===== src/rtl/mem_access_stage.sv =====
// MEM stage: load formatting, store drive, MEM/WB register and a debug word-read port that the pipeline pre-empts.
// Optional misaligned-access trap is enabled by defining MISALIGN_TRAP_EN.
module mem_access_stage #(
    parameter int DATA_WIDTH     = 8,
    parameter int ADDR_WIDTH     = 12,
    parameter int REG_ADDR_WIDTH = 5
) (
    input  logic                      i_clk,
    input  logic                      i_rst_n,
    input  logic                      i_valid,
    input  logic                      i_mem_read,
    input  logic                      i_mem_write,
    input  logic [1:0]                i_width,
    input  logic                      i_unsigned,
    input  logic [31:0]               i_addr,
    input  logic [DATA_WIDTH*4-1:0]   i_store_data,
    input  logic [DATA_WIDTH*4-1:0]   i_alu_result,
    input  logic [REG_ADDR_WIDTH-1:0] i_rd,
    input  logic                      i_reg_write,
    output logic                      o_ready,
    output logic                      o_ram_we,
    output logic [1:0]                o_ram_width,
    output logic [ADDR_WIDTH-1:0]     o_ram_addr,
    output logic [DATA_WIDTH*4-1:0]   o_ram_data,
    input  logic [DATA_WIDTH*4-1:0]   i_ram_data,
    input  logic                      i_dbg_req,
    input  logic [ADDR_WIDTH-1:0]     i_dbg_addr,
    output logic                      o_dbg_ack,
    output logic [DATA_WIDTH*4-1:0]   o_dbg_data,
    output logic                      o_valid,
    output logic [DATA_WIDTH*4-1:0]   o_wb_data,
    output logic [REG_ADDR_WIDTH-1:0] o_rd,
    output logic                      o_reg_write,
    output logic                      o_misaligned
);

    localparam int WORD_WIDTH = DATA_WIDTH * 4;
    localparam int HALF_WIDTH = DATA_WIDTH * 2;

    localparam logic [1:0] WIDTH_BYTE    = 2'b00;
    localparam logic [1:0] WIDTH_HALF    = 2'b01;
    localparam logic [1:0] WIDTH_ILLEGAL = 2'b10;
    localparam logic [1:0] WIDTH_WORD    = 2'b11;

    typedef enum logic {ST_RUN = 1'b0, ST_DBG = 1'b1} state_e;

    state_e                    state_q, state_d;
    logic                      valid_q, valid_d;
    logic [WORD_WIDTH-1:0]     wb_data_q, wb_data_d;
    logic [REG_ADDR_WIDTH-1:0] rd_q, rd_d;
    logic                      reg_write_q, reg_write_d;
    logic                      misaligned_q, misaligned_d;
    logic                      dbg_ack_q, dbg_ack_d;
    logic [WORD_WIDTH-1:0]     dbg_data_q, dbg_data_d;

    logic                      accept;
    logic                      legal_width;
    logic                      misaligned;
    logic                      trap;
    logic [WORD_WIDTH-1:0]     load_data;
    logic                      unused_addr_hi;

    assign unused_addr_hi = ^i_addr[31:ADDR_WIDTH];

`ifdef MISALIGN_TRAP_EN
    assign misaligned = ((i_width == WIDTH_HALF) && i_addr[0]) ||
                        ((i_width == WIDTH_WORD) && (i_addr[1:0] != 2'b00));
`else
    assign misaligned = 1'b0;
`endif

    assign o_ready     = (state_q == ST_RUN);
    assign o_ram_addr  = o_ready ? i_addr[ADDR_WIDTH-1:0] : i_dbg_addr;
    assign o_ram_width = i_width;
    assign o_ram_data  = i_store_data;

    assign accept      = i_valid & o_ready;
    assign legal_width = (i_width != WIDTH_ILLEGAL);
    assign trap        = accept & (i_mem_read | i_mem_write) & misaligned;
    assign o_ram_we    = accept & i_mem_write & ~i_mem_read & legal_width & ~misaligned;

    // Big-endian RAM: the addressed byte sits in the top lane of the read word.
    // NOTE: every always_comb output gets a default first so no path can infer a latch.
    always_comb begin
        load_data = '0;
        case (i_width)
            WIDTH_BYTE: load_data = {{(WORD_WIDTH-DATA_WIDTH){~i_unsigned & i_ram_data[WORD_WIDTH-1]}},
                                     i_ram_data[WORD_WIDTH-1 -: DATA_WIDTH]};
            WIDTH_HALF: load_data = {{(WORD_WIDTH-HALF_WIDTH){~i_unsigned & i_ram_data[WORD_WIDTH-1]}},
                                     i_ram_data[WORD_WIDTH-1 -: HALF_WIDTH]};
            WIDTH_WORD: load_data = i_ram_data;
            default:    load_data = '0;
        endcase
    end

    // A level request is still high during its ack cycle; the ack guard keeps it from launching a second read.
    always_comb begin
        state_d = state_q;
        case (state_q)
            ST_RUN:  if (i_dbg_req && !i_valid && !dbg_ack_q) state_d = ST_DBG;
            ST_DBG:  state_d = ST_RUN;
            default: state_d = ST_RUN;
        endcase
    end

    always_comb begin
        valid_d      = accept;
        rd_d         = i_rd;
        reg_write_d  = i_reg_write & accept & ~trap;
        misaligned_d = trap;
        wb_data_d    = (i_valid && i_mem_read) ? load_data : i_alu_result;
        dbg_ack_d    = (state_q == ST_DBG);
        dbg_data_d   = (state_q == ST_DBG) ? i_ram_data : dbg_data_q;
    end

    // NOTE: sequential state uses non-blocking assignments so every flop samples pre-edge values.
    always_ff @(posedge i_clk or negedge i_rst_n) begin
        if (!i_rst_n) begin
            state_q      <= ST_RUN;
            valid_q      <= 1'b0;
            wb_data_q    <= '0;
            rd_q         <= '0;
            reg_write_q  <= 1'b0;
            misaligned_q <= 1'b0;
            dbg_ack_q    <= 1'b0;
            dbg_data_q   <= '0;
        end else begin
            state_q      <= state_d;
            valid_q      <= valid_d;
            wb_data_q    <= wb_data_d;
            rd_q         <= rd_d;
            reg_write_q  <= reg_write_d;
            misaligned_q <= misaligned_d;
            dbg_ack_q    <= dbg_ack_d;
            dbg_data_q   <= dbg_data_d;
        end
    end

    assign o_valid      = valid_q;
    assign o_wb_data    = wb_data_q;
    assign o_rd         = rd_q;
    assign o_reg_write  = reg_write_q;
    assign o_misaligned = misaligned_q;
    assign o_dbg_ack    = dbg_ack_q;
    assign o_dbg_data   = dbg_data_q;

endmodule

===== config.mk =====
export PLATFORM = sky130hd
export DESIGN_NAME = mem_access_stage
export DESIGN_NICKNAME = d
export VERILOG_FILES = /design/src/rtl/mem_access_stage.sv
export SDC_FILE = /design/constraint.sdc
export NUM_CORES = 1
export LEC_CHECK = 0
export ABC_AREA = 0
export CORE_MARGIN = 3
export CORE_UTILIZATION = 31
export CTS_BUF_LIST = sky130_fd_sc_hd__clkbuf_2
export DETAILED_ROUTE_END_ITERATION = 7
export PLACE_DENSITY = 0.8
export REMOVE_ABC_BUFFERS = 1
export SETUP_SLACK_MARGIN = 0.2
export SKIP_LAST_GASP = 1
export SLEW_MARGIN = 20
export SYNTH_ARGS = -nofsm -noshare
export SYNTH_HDL_FRONTEND = slang
export SYNTH_SLANG_ARGS = --single-unit

===== constraint.sdc =====
create_clock -name i_clk -period 1.5 [get_ports i_clk]
set_input_delay 0.45 -clock i_clk [delete_from_list [all_inputs] [get_ports i_clk]]
set_output_delay 0.45 -clock i_clk [all_outputs]
set_load 0.01 [all_outputs]

==> results of run 1 <==
-- metrics by stage --
| step | instance area, µm² | cells | worst slack (ps) |
|---|---|---|---|
| floorplan | 3052 | 244 | -629.5 |
| global placement | 5498 | 615 | -915.1 |
| detailed placement | 5498 | 615 | -921.3 |
| CTS | 5555 | 646 | -706.6 |
| global route | 5752 | 652 | -709.8 |
| finish | 5752 | 652 | -583.8 |
-- logic make-up after synthesis --
kind of cell | synth area share [%]
flops | 53.48
simple gates | 8.865
compound gates | 9.524
buf+inv | 10.88
mux | 17.14
other cells | 0.1098
-- critical path, delay by kind of cell (launching register included) --
kind / cells / cell delay, ps
buf+inv: 2 / 290
flops: 1 / 510
simple gates: 2 / 260
compound gates: 1 / 60
-- state kept, by name, summed over array words and instances (netlist names) --
register / count
o_wb_data: 32
o_reg_write: 1
o_rd: 5
o_dbg_data: 32
o_valid: 1
dbg_ack_d: 1
o_dbg_ack: 1
-- metal layers --
metal | global-route usage [%] | vias to the layer above | wire length [µm]
met2 | 32.52 | 224 | 5919
met4 | 5.993 | 2 | 242
li1 | - | 1423 | -
met5 | 3.750 | - | 57
met1 | 25.73 | 1493 | 5298
met3 | 11.46 | 21 | 1609
-- layout by cell type, fill, tap and decap left out, types with 2 or more instances in the layout --
cell and instances:
buf_2 53, nor4b_4 2, mux2_2 36, and2_1 3, a22oi_1 8, a21oi_1 16
nor2_1 12, clkdlybuf4s50_1 98, inv_2 2, buf_6 46, o21ai_0 11, buf_4 50
and3_1 7, mux2_4 16, dfrtp_1 72, bufinv_16 2, buf_8 2, buf_12 4
a311oi_1 7, clkbuf_2 9, o21ai_1 10, o21ai_2 2, clkinv_4 3, nand2_1 33
-- where the power goes --
part / switching [mW] / internal [mW] / total (mW)
logic: 0.676 / 1.00 / 1.68
clock network: 0.713 / 0.553 / 1.27
registers: 0.137 / 2.23 / 2.37
-- cell type report --
| type | instances | area [µm²] |
|---|---|---|
| Timing Repair Buffer | 256 | 2293 |
| Fill cell | 909 | 4757 |
| Multi-Input combinational cell | 169 | 1313 |
| Clock inverter | 7 | 95.09 |
| Inverter | 2 | 7.507 |
| Clock buffer | 9 | 45.04 |
| Tap cell | 136 | 170.2 |
| Sequential cell | 73 | 1828 |
-- how the worst max path moves through the flow --
stage / cells after the start / to / slack [ps] / from
global placement: 5 / o_ram_we / -920 / i_valid
detailed placement: 5 / o_ram_we / -920 / i_valid
CTS: 3 / o_ram_addr[8] / -710 / dbg_ack_d
floorplan: 1 / o_ram_addr[0] / -630 / dbg_ack_d
global route: 5 / o_ram_we / -710 / dbg_ack_d
finish: 5 / o_ram_we / -580 / dbg_ack_d
-- repair_timing --
action | 4_1_cts | 5_1_grt
buffers inserted | 13 | 6
setup endpoints to repair | 130 | 123
hold endpoints to repair | 27 | 0
gates cloned | 1 | 0
pin swaps | 1 | 2
hold buffers | 1 | 0
gates resized for setup | 411 | 33
==> flow_summary.yaml, run 1 <==
outcome:
  status: "finished, violations left"
  failed_checks: "setup timing"
hold_path:
  holdPathStages: 1
  hold_class: "primary input to flip-flop"
  hold_path_end: "o_rd[1]"
  worstHoldStart: "i_rd[1]"
logic_synthesis:
  netlist.area_leader.share_pct: 53.48
  synth_edf_count: 0
  netlist_instances: 297
  synth_top_area_cell: "dfrtp_1"
  syn_avg_cell_area_um2: 11.50
  synth.most_common_cell: "dfrtp_1"
  synth_area_um2: 3416
  synthArstFlopShare_pct: 100.0
  yosysSeqAreaShare_pct: 53.48
  synth_area_leaders: "dfrtp_1 53%, mux2_2 17%, buf_4 8.6%"
  ys_types: 26
  yosys_warnings: 0
  synth_common_cells: "73 x dfrtp_1, 52 x mux2_2, 39 x buf_4, 33 x nand2_1, 16 x a21oi_1"
  synthFlopType: "dfrtp_1"
  ys_ff_latch: 73
global_route:
  grt_pass1_wl_mm: 20.04
  grt_usage_pct: 21.27
  grt_pass1_vias: 3509
  grt_remaining_overflow: 0
  grt_max_degree: 31
  antenna_found_initial: 0
cts:
  clockBufferDepth: 2
  cts_root_buf: "clkbuf_2"
  tritoncts: "built"
  insertion_delay_ps: 500
  clk_pin_slew_ps: 230
  clkSinkCount: 73
  cts_buffers: 9
  cts_max_level: 3
power_and_ir_drop:
  power.leakage_nw: 2.671
  cellPowerDensity_nw_per_um2: 924.0
  irDropWorstVdd_v: 0.0004002
  power_mw: 5.315
worst_setup_path:
  reg2reg_from: "dbg_ack_d"
  path_class: "flip-flop to output port"
  slowest_delay_ps: 510
  worst_setup_path_end_kind: "output port"
  cp_max_fo: 3
  rrSetupSlack_ps: 30
  reg2regPathDepth: 5
  crit_chain: "buf_6, nor2b_4, o21ai_2, nor3b_2, buf_2"
  required_ps: 1050
  cpMaxStageDelayCell: "dfrtp_2"
  reg2reg_to: "o_dbg_data[15]"
  start_kind: "flip-flop"
  cp.arrival_ps: 1630
sta:
  fin_crit_ps: 2084
  setup_violations: 36
  fmax_mhz: 479.9
  hold_viol: 0
  setup_tns_ps: -8296
  period_share_pct: 138.9
  fin_skew_ps: 36.42
  maxSlewViolCount: 0
  rsz0062_at_grt: "yes"
  worst_slack_ps: -583.8
  hold_slack_ps: 369.6
floorplanning:
  start_util_pct: 32.50
  fp-row-count: 37
  coreArea_um2: 10510
  fp.dieW_um: 111.0
  dieArea_um2: 12310
  ios: 276
  chipHeight_um: 111.0
place:
  gp_congestion: 0.7875
  port_buffers: 190
  dp_hpwl_mm: 10.13
final_layout:
  fin_util_pct: 54.73
  drive_above_1_share_pct: 45.16
  nNetsFinal: 666
  n_antenna_cell: 0
  areaGrowthSynthToFinish_pct: 68.39
detailed_routing:
  viasPerCell: 4.851
  drt-pass1-iter-count: 4
  antenna_left: 0
  wl_mm: 13.13
  wl_per_cell_um: 20.13
  drc: 0
  drt_iter0_drc: 145
  vias: 3163
job:
  cap_violations: 0
(Power assumes the default switching activity.)
==> run 2: changes to the inputs <==
Settings changed: CORE_AREA from default to 3 3 105 107, CORE_MARGIN 3 to default, CORE_UTILIZATION 31 to default, DIE_AREA from default to 0 0 108 110, PLACE_DENSITY 0.8 to 0.81.
Clock period 1.5 ns to 2.5 ns, I/O delays scaled along.
==> run 2 against run 1 <==
Clock skew down 15 ps. Design area shrank 4.4%. Flip-flop and latch count stayed put. Via count decreased by 5.6%. Critical endpoint unchanged. Clock power fell by 33%. Worst setup slack gained 660 ps. Critical path type is now primary input to output port. Power is 39% lower. Cell count fell by 5.7%. The run now ends clean.
==> flow_summary.yaml, run 2 (same netlist as run 1, synthesis figures left out) <==
worst_setup_path:
  reg2reg_from: "dbg_ack_d"
  cp.arrival_ps: 1670
  start_kind: "primary input"
  worst_setup_path_end_kind: "output port"
  rrSetupSlack_ps: 1080
  cp_max_fo: 3
  required_ps: 1750
  reg2regPathDepth: 5
  reg2reg_to: "o_dbg_data[29]"
  path_class: "primary input to output port"
hold_path:
  hold_class: "primary input to asynchronous set/reset pin"
job:
  cap_violations: 0
sta:
  worst_slack_ps: 79.84
  fin_skew_ps: 21.72
  maxSlewViolCount: 0
  worstMarginPinSlew_ps: 985.0
  period_share_pct: 96.81
  setup_violations: 0
  fmax_mhz: 413.2
  rsz0062_at_grt: "yes"
  hold_viol: 0
  relSlewSlack_pct: 34.09
  hold_slack_ps: 362.7
  fin_crit_ps: 2420
global_route:
  antenna_found_initial: 0
  grt_max_degree: 74
  grt_pass1_wl_mm: 17.28
  grt_remaining_overflow: 0
  grt_usage_pct: 19.88
  grt_pass1_vias: 3059
cts:
  cts_buffers: 9
  insertion_delay_ps: 510
  clockBufferDepth: 2
  cts_root_buf: "clkbuf_2"
  tritoncts: "built"
  clk_pin_slew_ps: 230
  clkSinkCount: 73
  cts_max_level: 3
  hold_buffers: 0
outcome:
  status: "finished clean"
final_layout:
  final_common_cell: "clkdlybuf4s50_1"
  finalInstanceArea_um2: 5502
  areaGrowthSynthToFinish_pct: 61.06
  n_antenna_cell: 0
  drive_above_1_share_pct: 24.84
  nNetsFinal: 629
  fin_util_pct: 53.77
  layout_common_cells: "162 x clkdlybuf4s50_1, 72 x dfrtp_1, 52 x mux2_2"
  fin_cells: 615
floorplanning:
  coreArea_um2: 10230
  start_util_pct: 33.39
  ios: 276
  chipHeight_um: 110
  fp-row-count: 37
  fp.dieW_um: 108
  dieArea_um2: 11880
place:
  preCtsSetupSlack_ps: -589.5
  place_area_um2: 5270
  dp.cells: 588
  dp_hpwl_mm: 8.811
  port_buffers: 190
  gp_congestion: 0.7243
power_and_ir_drop:
  power.leakage_nw: 2.408
  cellPowerDensity_nw_per_um2: 587.8
  irDropWorstVdd_v: 0.0002847
detailed_routing:
  wl_mm: 11.88
  antenna_left: 0
  drc: 0
  vias: 2987
  wl_per_cell_um: 19.31
  viasPerCell: 4.857
  drt_iter0_drc: 83
  drt-pass1-iter-count: 4
==> run 2: how the worst max path moves through the flow <==
stage                         end  slack, ps        from
CTS                      o_ram_we        -10   dbg_ack_d
finish                   o_ram_we         80  i_width[0]
detailed placement       o_ram_we       -590     i_valid
global placement         o_ram_we       -570     i_valid
floorplan           o_ram_addr[0]         70   dbg_ack_d
global route             o_ram_we        -60   dbg_ack_d
==> run 2: cell type report <==
type	count	area [µm²]
multi-input cells	169	1234
fillers	905	4730
repair buffers	219	2106
clock buffers	10	50.05
flip-flops and latches	73	1828
inverters	2	7.507
well taps	136	170.2
clock inverters	6	106.4
==> run 2: layer usage <==
| layer | GRT usage (%) | wire, µm |
|---|---|---|
| met1 | 24.93 | 4903 |
| met2 | 29.00 | 5127 |
| met3 | 10.77 | 1666 |
| met4 | 6.222 | 141 |
| met5 | 4.464 | 39 |
==> run 2: power breakdown <==
| group | switching [mW] | internal [mW] |
|---|---|---|
| Clock | 0.425 | 0.430 |
| Sequential | 0.0681 | 1.34 |
| Combinational | 0.368 | 0.605 |
==> run 2: through the flow <==
step | power, mW | setup TNS (ps)
2_1_floorplan | 1.741 | 0
3_3_place_gp | 2.379 | -4292
3_5_place_dp | 2.402 | -4920
4_1_cts | 3.269 | -10.97
5_1_grt | 3.407 | -170.6
6_report | 3.234 | 0
==> run 2: worst max-delay path: stages <==
cell and delay, ps:
clkdlybuf4s50_1 530, o21ai_2 70, nor3b_2 160, buf_2 150
==> run 2: timing repair <==
action / in CTS / in global routing
cloned: 1 / 0
buffers inserted: 7 / 3
pin swaps: 1 / 1
setup endpoints to repair: 17 / 24
gates resized for setup: 70 / 9
==> run 3: changes to the inputs <==
Settings changed: CTS_BUF_LIST sky130_fd_sc_hd__clkbuf_2 to default.
==> run 3 against run 2 <==
Flip-flop and latch count unchanged. Register-to-register slack improved by 130 ps. Cell count decreased by 1.5%. Power increased by 8.5%. Clock skew decreased by 15 ps. Critical path type unchanged. Design area increased by 2.1%.
==> flow_summary.yaml, run 3 (same netlist as run 1, synthesis figures left out) <==
global_route:
  grt_pass1_wl_mm: 17.09
  grt_pass1_vias: 3033
  grt_usage_pct: 19.49
  grt_max_degree: 74
  antenna_found_initial: 0
  grt_remaining_overflow: 0
detailed_routing:
  wl_per_cell_um: 19.51
  vias: 2935
  drt-pass1-iter-count: 4
  drt_iter0_drc: 78
  antenna_left: 0
  viasPerCell: 4.843
  wl_mm: 11.82
  drc: 0
power_and_ir_drop:
  power.leakage_nw: 2.492
  irDropWorstVdd_v: 0.0003252
  cellPowerDensity_nw_per_um2: 624.4
worst_setup_path:
  cpMaxStageDelayCell: "clkdlybuf4s50_1"
  cp_top_family: "buffers and inverters"
  start_kind: "primary input"
  required_ps: 1750
  crit_buf_inv: 2
  worst_setup_path_end_kind: "output port"
  crit_chain: "clkdlybuf4s50_1, mux2_4, buf_6"
  path_class: "primary input to output port"
  slowest_delay_ps: 410
  cp_max_fo: 1
  crit_start: "i_dbg_addr[1]"
  cp.arrival_ps: 1540
  reg2reg_from: "dbg_ack_d"
floorplanning:
  dieArea_um2: 11880
  coreArea_um2: 10230
  fp-row-count: 37
  start_util_pct: 33.39
  chipHeight_um: 110
  ios: 276
  fp.dieW_um: 108
final_layout:
  layout_common_cells: "151 x clkdlybuf4s50_1, 72 x dfrtp_1, 41 x mux2_2"
  areaGrowthSynthToFinish_pct: 64.47
  drive_above_1_share_pct: 22.98
  final_common_cell: "clkdlybuf4s50_1"
  n_antenna_cell: 0
  fin_util_pct: 54.91
  nNetsFinal: 620
cts:
  cts_max_level: 3
  insertion_delay_ps: 340
  tritoncts: "built"
  cts_buffers: 9
  clkSinkCount: 73
  hold_buffers: 0
  clockBufferDepth: 2
  clk_pin_slew_ps: 80
  cts_root_buf: "clkbuf_8"
place:
  preCtsSetupSlack_ps: -589.5
  port_buffers: 190
  dp_hpwl_mm: 8.811
  gp_congestion: 0.7243
sta:
  worst_slack_ps: 208.5
  maxSlewViolCount: 0
  rsz0062_at_grt: "yes"
  hold_viol: 0
  period_share_pct: 91.66
  fmax_mhz: 436.4
  fin_crit_ps: 2291
  setup_violations: 0
  relSlewSlack_pct: 38.71
  worstMarginPinSlew_ps: 919.3
  fin_skew_ps: 6.823
hold_path:
  hold_class: "flip-flop to flip-flop"
  worstHoldStart: "o_dbg_ack"
outcome:
  status: "finished clean"
job:
  cap_violations: 0
[run 3: path summary, 6_finish.rpt]
| check | endpoint | slack, ps | cells past startpoint |
|---|---|---|---|
| setup / recovery | o_ram_addr[1] | 210 | 3 |
| hold / removal | dbg_ack_d | 460 | 1 |
| setup reg to reg | o_dbg_data[29] | 1210 | 3 |
| hold reg to reg | dbg_ack_d | 460 | 1 |
| max in group asynchronous | dbg_ack_d | 1310 | 1 |
| min in group asynchronous | o_wb_data[28] | 550 | 1 |
[run 3: through the flow]
stage               std cells  hold WS, ps  area [µm²]  setup TNS (ps)  power, mW
floorplan                 244        454.4        3052               0      1.741
global placement          588        415.1        5270           -4292      2.379
detailed placement        588        450.6        5270           -4920      2.402
CTS                       606        466.0        5503          -36.02      3.539
global route              606        486.0        5618               0      3.683
finish                    606        462.3        5618               0      3.508
[run 3: report_power, final]
part,leakage [nW],switching (mW),internal [mW],total [mW]
sequential,0.866,0.0698,1.34,1.41
combinational,1.51,0.368,0.606,0.974
clock,0.120,0.436,0.689,1.12
[run 3: cell type report]
cell class | instances | area [µm²]
timing repair buffer | 210 | 2095
clock inverter | 5 | 102.6
fill | 900 | 4613
clock buffer | 11 | 141.4
sequential | 73 | 1828
inverter | 2 | 7.507
tap | 136 | 170.2
multi-input combinational | 169 | 1274
[run 3: metal layers]
layer | wire, µm | vias to the layer above | track usage [%]
met5 | 39 | - | 4.464
li1 | - | 1330 | -
met2 | 5112 | 196 | 28.95
met3 | 1600 | 11 | 10.83
met4 | 134 | 2 | 5.681
met1 | 4936 | 1396 | 24.00
[run 3: what timing repair did]
| action | 4_1_cts | 5_1_grt |
|---|---|---|
| pin swaps | 1 | 1 |
| setup endpoints to repair | 27 | 12 |
| buffers inserted | 2 | 0 |
| resized for setup | 76 | 31 |
